$ cat config.mk
export PLATFORM = sky130hd
export DESIGN_NAME = mem_port_arbiter
export DESIGN_NICKNAME = d
export VERILOG_FILES = /design/src/rtl/mem_port_arbiter.sv
export SDC_FILE = /design/constraint.sdc
export NUM_CORES = 1
export LEC_CHECK = 0
export CAP_MARGIN = 20
export CORE_MARGIN = 5
export CORE_UTILIZATION = 36
export DETAILED_ROUTE_END_ITERATION = 7
export PLACE_DENSITY = 0.86
export SYNTH_ARGS = -nofsm -noshare
export SYNTH_HDL_FRONTEND = slang
export SYNTH_SLANG_ARGS = --single-unit
$ cat constraint.sdc
create_clock -name clk_i -period 3.5 [get_ports clk_i]
set_clock_uncertainty 0.1 [all_clocks]
set_input_delay 0.35 -clock clk_i [delete_from_list [all_inputs] [get_ports clk_i]]
set_output_delay 0.35 -clock clk_i [all_outputs]
set_load 0.05 [all_outputs]
$ cat src/rtl/mem_port_arbiter.sv
// -----------------------------------------------------------------------------
// mem_port_arbiter
//
// Shares one core-side memory port between NUM_REQ requesters (I-cache refill,
// D-cache miss/writeback, uncached LSU). Round-robin arbitration with exactly
// one transaction in flight; the grant is held until the response handshake.
//
// Ports:
//   clk_i, rst_i            clock, synchronous active-high reset
//   req_valid_i/ready_o     per-requester request handshake
//   req_we/addr/wdata/wstrb packed per-requester payload (slice k = requester k)
//   resp_valid_o/ready_i    per-requester response handshake (owner only)
//   resp_rdata_o            read data, broadcast, qualified by resp_valid_o
//   mem_req_*               downstream request channel (latched payload)
//   mem_resp_*              downstream response channel (writes also return a beat)
//   busy_o                  high whenever a transaction is in flight
// -----------------------------------------------------------------------------
module mem_port_arbiter #(
    parameter int NUM_REQ = 2,
    parameter int ADDR_W  = 32,
    parameter int DATA_W  = 32
) (
    input  logic                          clk_i,
    input  logic                          rst_i,
    input  logic [NUM_REQ-1:0]            req_valid_i,
    output logic [NUM_REQ-1:0]            req_ready_o,
    input  logic [NUM_REQ-1:0]            req_we_i,
    input  logic [NUM_REQ*ADDR_W-1:0]     req_addr_i,
    input  logic [NUM_REQ*DATA_W-1:0]     req_wdata_i,
    input  logic [NUM_REQ*DATA_W/8-1:0]   req_wstrb_i,
    output logic [NUM_REQ-1:0]            resp_valid_o,
    input  logic [NUM_REQ-1:0]            resp_ready_i,
    output logic [DATA_W-1:0]             resp_rdata_o,
    output logic                          mem_req_valid_o,
    input  logic                          mem_req_ready_i,
    output logic                          mem_we_o,
    output logic [ADDR_W-1:0]             mem_addr_o,
    output logic [DATA_W-1:0]             mem_wdata_o,
    output logic [DATA_W/8-1:0]           mem_wstrb_o,
    input  logic                          mem_resp_valid_i,
    output logic                          mem_resp_ready_o,
    input  logic [DATA_W-1:0]             mem_resp_rdata_i,
    output logic                          busy_o
);

    localparam int STRB_W = DATA_W / 8;
    localparam int IDX_W  = $clog2(NUM_REQ);

    typedef enum logic [1:0] {
        IDLE  = 2'd0,
        ISSUE = 2'd1,
        RESP  = 2'd2
    } state_t;

    state_t            state;
    logic [IDX_W-1:0]  prio_ptr;
    logic [IDX_W-1:0]  owner;
    logic [IDX_W-1:0]  winner;
    logic              found;

    logic              we_q;
    logic [ADDR_W-1:0] addr_q;
    logic [DATA_W-1:0] wdata_q;
    logic [STRB_W-1:0] wstrb_q;

    logic [ADDR_W-1:0] addr_arr  [NUM_REQ];
    logic [DATA_W-1:0] wdata_arr [NUM_REQ];
    logic [STRB_W-1:0] wstrb_arr [NUM_REQ];

    for (genvar k = 0; k < NUM_REQ; k++) begin : g_unpack
        assign addr_arr[k]  = req_addr_i[k*ADDR_W +: ADDR_W];
        assign wdata_arr[k] = req_wdata_i[k*DATA_W +: DATA_W];
        assign wstrb_arr[k] = req_wstrb_i[k*STRB_W +: STRB_W];
    end

    // Round-robin search: first valid requester starting at prio_ptr, wrapping.
    // NOTE: every always_comb output gets a default first so no latch is inferred.
    always_comb begin
        found  = 1'b0;
        winner = '0;
        for (int i = 0; i < NUM_REQ; i++) begin
            if (!found && req_valid_i[IDX_W'((int'(prio_ptr) + i) % NUM_REQ)]) begin
                found  = 1'b1;
                winner = IDX_W'((int'(prio_ptr) + i) % NUM_REQ);
            end
        end
    end

    // Ready follows valid in the same cycle; gated by reset so that a held
    // reset presents all-zero outputs even with requests pending.
    always_comb begin
        req_ready_o = '0;
        if (!rst_i && state == IDLE && found) begin
            req_ready_o[winner] = 1'b1;
        end
    end

    // Response is routed to the owner only and passed through unregistered.
    always_comb begin
        resp_valid_o = '0;
        if (!rst_i && state == RESP) begin
            resp_valid_o[owner] = mem_resp_valid_i;
        end
    end

    assign mem_resp_ready_o = !rst_i && (state == RESP) && resp_ready_i[owner];
    assign resp_rdata_o     = mem_resp_rdata_i;
    assign mem_we_o         = we_q;
    assign mem_addr_o       = addr_q;
    assign mem_wdata_o      = wdata_q;
    assign mem_wstrb_o      = wstrb_q;

    // NOTE: sequential state uses non-blocking assignments only, so every
    // register samples pre-edge values regardless of statement order.
    always_ff @(posedge clk_i) begin
        if (rst_i) begin
            state           <= IDLE;
            prio_ptr        <= '0;
            owner           <= '0;
            // NOTE: the payload registers drive outputs directly, so they are
            // reset explicitly to keep the downstream port at zero.
            we_q            <= 1'b0;
            addr_q          <= '0;
            wdata_q         <= '0;
            wstrb_q         <= '0;
            mem_req_valid_o <= 1'b0;
            busy_o          <= 1'b0;
        end else begin
            case (state)
                IDLE: begin
                    if (found) begin
                        owner           <= winner;
                        we_q            <= req_we_i[winner];
                        addr_q          <= addr_arr[winner];
                        wdata_q         <= wdata_arr[winner];
                        wstrb_q         <= wstrb_arr[winner];
                        state           <= ISSUE;
                        mem_req_valid_o <= 1'b1;
                        busy_o          <= 1'b1;
                    end
                end
                ISSUE: begin
                    if (mem_req_ready_i) begin
                        state           <= RESP;
                        mem_req_valid_o <= 1'b0;
                    end
                end
                RESP: begin
                    if (mem_resp_valid_i && resp_ready_i[owner]) begin
                        state    <= IDLE;
                        busy_o   <= 1'b0;
                        prio_ptr <= (owner == IDX_W'(NUM_REQ - 1)) ? '0 : owner + 1'b1;
                    end
                end
                default: begin
                    state           <= IDLE;
                    mem_req_valid_o <= 1'b0;
                    busy_o          <= 1'b0;
                end
            endcase
        end
    end

endmodule
### Word-level counts from Yosys, hierarchy flattened

Cells that the tools add are included.

| cells by class | value |
|---|---|
| add/sub/neg operators | 2 |
| div/mod/pow operators | 0 |
| magnitude comparators | 7 |
| eq/ne operators | 5 |
| muxes and demuxes | 37 |
| shift operators | 0 |
| reduce and logical (&&, ||, !) cells | 16 |
| bitwise logic cells | 4 |
| $mul | 0 |

Operator list:

| operator | number |
|---|---|
| 32-bit two-way mux | 6 |
| 1-bit two-way mux | 18 |
| 4-bit two-way mux | 3 |
| 2-bit two-way mux | 5 |
| 3-bit AND reduction | 3 |
| 1-bit logical AND | 8 |
| 1-bit by 3-bit < comparator with 1-bit output (second input constant) | 2 |
| 1-bit case mux with 3 select lines | 2 |
| 2-bit case mux with 3 select lines | 1 |
| 1-bit by 2-bit < comparator with 1-bit output (second input constant) | 2 |
| 2-bit != test (second input constant) | 2 |
| 2-bit AND reduction | 2 |
| 1-bit adder (second input constant) | 2 |
| 2-bit AND | 1 |
| 1-bit demux with 1-bit select | 2 |
| 2-bit by 1-bit == test with 1-bit output (second input constant) | 1 |
| 2-bit == test (second input constant) | 1 |
| 1-bit >= comparator (second input constant) | 2 |
| 2-bit >= comparator (second input constant) | 1 |
| 1-bit logical NOT | 2 |
| 2-bit logical NOT | 1 |
| 2-bit by 1-bit != test with 1-bit output (second input constant) | 1 |
| 1-bit inverter | 2 |
| 1-bit inverter with 2-bit output | 1 |

| word-level totals | value |
|---|---|
| input bits | 178 |
| output and inout bits | 108 |
| memory bits (read-only) | 0 |
| memories kept | 0 |
| RAM bits | 0 |
| word-level logic and storage cells | 80 |
| bits in latches | 0 |
| register bits after elaboration | 75 |

### Longest topological paths before layout

Gate-level depths: netlist of run 1.

| depth | value |
|---|---|
| depth in word-level cells | 12 |
| mapped depth | 6 |
| gate-level depth less buffers | 3 |

### Least setup slack after synthesis of run 1

OpenSTA, ideal clock, no wires.

| path | value |
|---|---|
| path kind | reg-to-output |
| from | register state[0] |
| to | output req_ready_o[0] |
| cell stages (with the launch flop) | 7 |
| slack | 1.251 ns |
| path buffers | 3 |
| required time | 3.050 ns |
| arrival | 1.799 ns |
| cell sequence | dfxtp_1 > buf_6 > nand2b_4 > or3_1 > buf_6 > buf_6 > nor2_1 |

| on the way | value |
|---|---|
| cells in the longest elaborated chain, start to end | 4 |

Ends and longest elaborated chain:

| element | RTL line | source |
|---|---|---|
| start: declaration | 55 | `state_t state;` |
| start signal: assignment | 117 | `state <= IDLE;` |
| start signal: assignment | 137 | `state <= ISSUE;` |
| start signal: assignment | 144 | `state <= RESP;` |
| 2-bit logical NOT | 93 | `if (!rst_i && state == IDLE && found) begin` |
| 1-bit logical AND (2 in a row) | 93 |  |
| 2-bit two-way mux | 93 |  |
| end: declaration | 26 | `output logic [NUM_REQ-1:0] req_ready_o,` |

Every way passes these cells.

### Final worst setup path of run 1

| path | value |
|---|---|
| from | input rst_i |
| to | output req_ready_o[1] |

| on the way | value |
|---|---|
| cells in the longest elaborated chain, start to end | 4 |

Ends and longest elaborated chain:

| element | RTL line | source |
|---|---|---|
| start: declaration | 24 | `input logic rst_i,` |
| 1-bit logical NOT | 93 |  |
| 1-bit logical AND (2 in a row) | 93 |  |
| 2-bit two-way mux | 93 |  |

Every way passes these cells.

==> results.toml, run 1 <==
[worst_setup_path]
reg2reg_from = "state[0]$_SDFFE_PP0P_"
max_stage_delay_ps = 830
path_depth = 4
worstSetupStartpoint = "rst_i"
crit_slowest_cell = "clkdlybuf4s50_1"
path_cells = "clkdlybuf4s50_1, or3_4, nor2_1, clkdlybuf4s50_1"
r2r_cells = 4
critPathBufInv = 2
arrival_ps = 2370
cp.required_ps = 3050
r2r-end = "mem_wdata_o[15]$_SDFFE_PP0P_"
critPathTopFamily = "buffers and inverters"
startpoint_type = "input pin"
crit_path_end_kind = "output port"
cp_max_fo = 11
cp_common_cell = "clkdlybuf4s50_1"
crit_type = "in -> out"
rrSetupSlack_ps = 1190
cp-endpoint = "req_ready_o[1]"

[drt]
wire_per_inst_microns = 19.04
wirelength_mm = 11.82
viasPerCell = 5.098
vias = 3166
antenna_left = 0
firstDrtPassIters = 4
drc_errors = 0
drtIter0Drc = 95

[floorplan]
core_area_sq_mm = 0.009819
initial_core_util_pct = 36.95
die_x_microns = 110.4
die_height_microns = 110.4
io_pins = 286
fp-row-count = 36
dieArea_sq_mm = 0.01219

[sta]
worst_pin_slew_ps = 1137
period_minus_slack_ps = 2822
setup_viol = 0
drv_slew = 0
relSlewSlack_pct = 24.18
rsz0062_at_grt = "no"
timing.fmax_ghz = 0.3544
tns_ps = 0
post-route-period-util_pct = 80.62
hold_violations = 0

[clock_tree]
cts_resized = 0
numCtsBuffers = 9
path_clk_slew_ps = 60
cts-root-buf = "clkbuf_8"
cts_setup_buffers = 0
cts_htree_levels = 3
clock-sinks = 75
cts_buffer_depth = 2
insertion_delay_ps = 340
cts_tree = "built"
ctsHoldBuffers = 0

[job]
maxCapViolations = 0

[logic_synthesis]
yosys_warnings = 0
syn_area_sq_mm = 0.003628
syn_avg_cell_area_sq_um = 11.59
ys_seq_elements = 75
synth_cell_type_count = 29
ys_seq_area_share_pct = 41.38
syn_nets = 491
yosys-top-cells-area = "dfxtp_1 (41%), o2bb2ai_2 (28%), o22ai_1 (12%), buf_4 (7.0%), buf_6 (2.8%)"
synth_top_area_share_pct = 41.38
synthCells = 313
yosys.area.top_type = "dfxtp_1"

[layout]
layout-drive-gt1-share_pct = 19.47
fillers = 823
areaGrowthSynthToFinish_pct = 60.52
final_cell_mix = "clkdlybuf4s50_1 (219), dfxtp_1 (75), o22ai_1 (69), o2bb2ai_2 (68), clkbuf_8 (12)"
nets = 661
multiInputGateArea_sq_mm = 0.001677
regArea_sq_mm = 0.001501
final_common_cell = "clkdlybuf4s50_1"
antenna_cells = 0

[placed_design]
io_buffers = 220
routabilityCongestion = 0.6994
place_hpwl_mm = 9.074

[grt]
grt_max_degree = 70
grt_pass1_wl_mm = 17.11
grt_antenna_before_repair = 0
grt-ovfl-total = 0
grt_pass1_vias = 3385
grt_usage_pct = 18.25

[min_path]
hold_path.class = "reg -> reg"

[power]
peakVddDrop_mv = 0.2171
p_leak_nw = 1.986
cellPowerDensity_mw_per_mm2 = 408.8
power.total_w = 0.002381

[outcome]
outcome = "completed"
[state kept, by name (all words and copies together), names as in the netlist]
signal / flops
busy_o: 1
mem_addr_o: 32
mem_req_valid_o: 1
mem_wdata_o: 32
mem_we_o: 1
mem_wstrb_o: 4
owner: 1
prio_ptr: 1
state: 2
[area by class of cell]
| class | count | area share, % |
|---|---|---|
| Tap cell | 133 | 2.857 |
| Inverter | 3 | 0.1933 |
| Timing Repair Buffer | 224 | 38.71 |
| Clock buffer | 13 | 2.900 |
| Multi-Input combinational cell | 170 | 28.79 |
| Sequential cell | 75 | 25.78 |
| Clock inverter | 3 | 0.7734 |
[routing by layer]
| metal | up-vias | share of wire (%) | GRT usage, % | wire (microns) |
|---|---|---|---|---|
| met3 | 13 | 11 | 7.746 | 1322 |
| met2 | 172 | 52 | 33.71 | 6105 |
| met1 | 1445 | 36 | 18.35 | 4201 |
| li1 | 1536 | - | - | - |
| met5 | - | 0 | 0 | 0 |
| met4 | 0 | 1.6 | 6.069 | 195 |
[synthesized netlist by cell type]
master,n
nand2b_4,1
inv_2,1
o41ai_1,2
nor2_2,1
clkbuf_1,13
nor3b_2,1
o21ai_0,2
nand2_1,3
a211o_1,1
buf_6,9
and2_1,1
nand3_1,1
nand2b_1,2
nor2b_1,2
mux2i_1,1
a2bb2o_2,1
o22ai_1,69
a21o_1,1
nor2_1,7
dfxtp_1,75
o2bb2ai_2,68
buf_2,9
o32ai_1,1
nand3b_1,1
inv_1,2
a2111oi_0,1
a21oi_1,2
or3_1,1
buf_4,34
[cell families (layout without fill, tap and decap cells)]
group	after synthesis	in the layout	share of synthesized area, %
AOI/OAI and AO/OA	148	148	42.31
buffers and inverters	68	243	12.72
DFF	75	75	41.38
muxes	1	1	0.2759
and+or+nand+nor	21	21	3.310
[worst min-delay path by stage]
stage | startpoint | endpoint | slack, ps | depth (start not counted)
5_1_grt | mem_wdata_o[7]$_SDFFE_PP0P_ | mem_wdata_o[7]$_SDFFE_PP0P_ | 380 | 1
4_1_cts | mem_wdata_o[30]$_SDFFE_PP0P_ | mem_wdata_o[30]$_SDFFE_PP0P_ | 380 | 1
6_report | mem_wdata_o[30]$_SDFFE_PP0P_ | mem_wdata_o[30]$_SDFFE_PP0P_ | 370 | 1
2_1_floorplan | mem_req_ready_i | state[0]$_SDFFE_PP0P_ | 370 | 1
3_3_place_gp | mem_addr_o[25]$_SDFFE_PP0P_ | mem_addr_o[25]$_SDFFE_PP0P_ | 360 | 1
3_5_place_dp | mem_wdata_o[27]$_SDFFE_PP0P_ | mem_wdata_o[27]$_SDFFE_PP0P_ | 360 | 1
[per-stage QoR]
step	util, %	cells	setup WS [ps]	hold slack, ps	area, sq um
6_report	59.31	621	678.3	371.6	5824
5_1_grt	59.31	621	605.2	384.6	5824
4_1_cts	59.31	621	685.0	375.6	5824
3_5_place_dp	57.14	605	675.2	357.0	5610
3_3_place_gp	57.14	605	692.8	357.4	5610
2_1_floorplan	-	313	1251	367.9	3628
[power by group]
part | switching [W] | internal (W)
combinational | 0.000390 | 0.000321
clock | 0.000312 | 0.000388
sequential | 0.0000506 | 0.000919
Note: power is estimated with default switching activity, not from simulation.
==> run 2, diff against run 1 <==
--- a/config.mk
+++ b/config.mk
@@ -7,9 +7,9 @@
 export LEC_CHECK = 0
 export CAP_MARGIN = 20
 export CORE_MARGIN = 5
-export CORE_UTILIZATION = 36
+export CORE_UTILIZATION = 30
 export DETAILED_ROUTE_END_ITERATION = 7
-export PLACE_DENSITY = 0.86
+export PLACE_DENSITY = 0.77
 export SYNTH_ARGS = -nofsm -noshare
 export SYNTH_HDL_FRONTEND = slang
 export SYNTH_SLANG_ARGS = --single-unit
==> constraint.sdc (replaced) <==
create_clock -name clk_i -period 2.4 [get_ports clk_i]
set_clock_uncertainty 0.1 [all_clocks]
set_input_delay 0.24 -clock clk_i [delete_from_list [all_inputs] [get_ports clk_i]]
set_output_delay 0.24 -clock clk_i [all_outputs]
set_load 0.05 [all_outputs]
==> run 2 against run 1 <==
  * Final cell count rose by 3.9%
  * Setup slack got worse by 290 ps
  * Global-route usage shrank 1.9 points
  * Critical path type unchanged
  * Highest routed layer unchanged
==> results.toml, run 2 (synthesized netlist as in run 1, its figures left out) <==
[outcome]
outcome = "completed"

[layout]
fin_cells = 645
final_cell_mix = "clkdlybuf4s50_1 (215), dfxtp_1 (75), o22ai_1 (69), o2bb2ai_2 (68)"
stdcell_area_sq_mm = 0.006056
fillers = 1046
nets = 670
final_common_cell = "clkdlybuf4s50_1"
areaGrowthSynthToFinish_pct = 66.90
layout-drive-gt1-share_pct = 21.93

[sta]
setup_viol = 0
tns_ps = 0
drv_slew = 0
hold_violations = 0
rsz0062_at_grt = "no"
post-route-period-util_pct = 84.00
worst_pin_slew_ps = 563.9
timing.fmax_ghz = 0.4960
relSlewSlack_pct = 62.35
period_minus_slack_ps = 2016

[floorplan]
io_pins = 286
fp-row-count = 40
dieArea_sq_mm = 0.01439
initial_core_util_pct = 30.46
die_height_microns = 120.0
core_area_sq_mm = 0.01191
die_x_microns = 120.0

[grt]
grt_antenna_before_repair = 1
grt-ovfl-total = 0
grt_usage_pct = 16.30
grt_pass1_wl_mm = 19.00
grt_pass1_vias = 3711
grt_max_degree = 47

[clock_tree]
cts_resized = 0
numCtsBuffers = 9
insertion_delay_ps = 320
cts-root-buf = "clkbuf_16"
cts_setup_buffers = 0
clock-sinks = 75
path_clk_slew_ps = 60
ctsHoldBuffers = 0
cts_buffer_depth = 2
cts_htree_levels = 3
cts_tree = "built"

[drt]
wire_per_inst_microns = 18.56
firstDrtPassIters = 4
antenna_left = 0
drtIter0Drc = 75
vias = 3273
wirelength_mm = 11.97
drc_errors = 0
viasPerCell = 5.074

[worst_setup_path]
crit_path_end_kind = "output port"
startpoint_type = "input pin"
rrSetupSlack_ps = 710
crit_type = "in -> out"
cp.required_ps = 2060
arrival_ps = 1680
cp_max_fo = 10
crit_slowest_cell = "clkdlybuf4s50_1"
path_cells = "clkdlybuf4s50_1, buf_4, or3_4, nor2_1, buf_12"
max_stage_delay_ps = 470

[placed_design]
place_hpwl_mm = 9.163
dpl_cell_area_sq_mm = 0.005753
io_buffers = 220
dp_cells = 627
routabilityCongestion = 0.7614

[min_path]
hold_path.class = "reg -> reg"

[power]
peakVddDrop_mv = 0.3635
cellPowerDensity_mw_per_mm2 = 618.3
power.total_w = 0.003745
p_leak_nw = 2.091

[job]
maxCapViolations = 0
==> run 2: report_power, final <==
group,internal (W),switching (W)
logic,0.000487,0.000575
clock network,0.000727,0.000541
registers,0.00134,0.0000730
==> run 2: routing by layer <==
metal	global-route usage, %	vias to the layer above	wire (microns)
met5	0	-	0
met4	7.588	0	459
met3	7.163	40	1177
met2	29.12	145	6110
met1	16.17	1533	4222
li1	-	1555	-
==> run 2: final timing paths <==
path | from | endpoint | cells after the start
max | rst_i | req_ready_o[0] | 5
min | mem_addr_o[1]$_SDFFE_PP0P_ | mem_addr_o[1]$_SDFFE_PP0P_ | 1
max reg2reg | state[0]$_SDFFE_PP0P_ | mem_wdata_o[15]$_SDFFE_PP0P_ | 4
min reg2reg | mem_addr_o[1]$_SDFFE_PP0P_ | mem_addr_o[1]$_SDFFE_PP0P_ | 1
==> run 2: worst max-delay path, delay by kind of cell <==
kind	cells	cell delay, ps
buffers and inverters	3	840
and+or+nand+nor	2	600
==> run 2: stage by stage <==
| step | util [%] | setup slack [ps] | hold WS (ps) |
|---|---|---|---|
| 2_1_floorplan | - | 261.2 | 257.9 |
| 3_5_place_dp | 48.30 | -35.61 | 357.0 |
| 3_3_place_gp | 48.30 | 10.25 | 358.2 |
| 6_report | 50.84 | 384.0 | 370.8 |
| 5_1_grt | 50.84 | 317.5 | 380.1 |
| 4_1_cts | 50.65 | 198.0 | 374.9 |
==> run 2: cell type report <==
class,instances,area (sq um),area share (%)
diodes,1,2.502,0.04132
clock buffers,10,239.0,3.946
clock inverters,6,41.29,0.6818
inverters,3,11.26,0.1860
multi-input cells,170,1677,27.69
flip-flops and latches,75,1501,24.79
well taps,147,183.9,3.037
repair buffers,233,2400,39.63
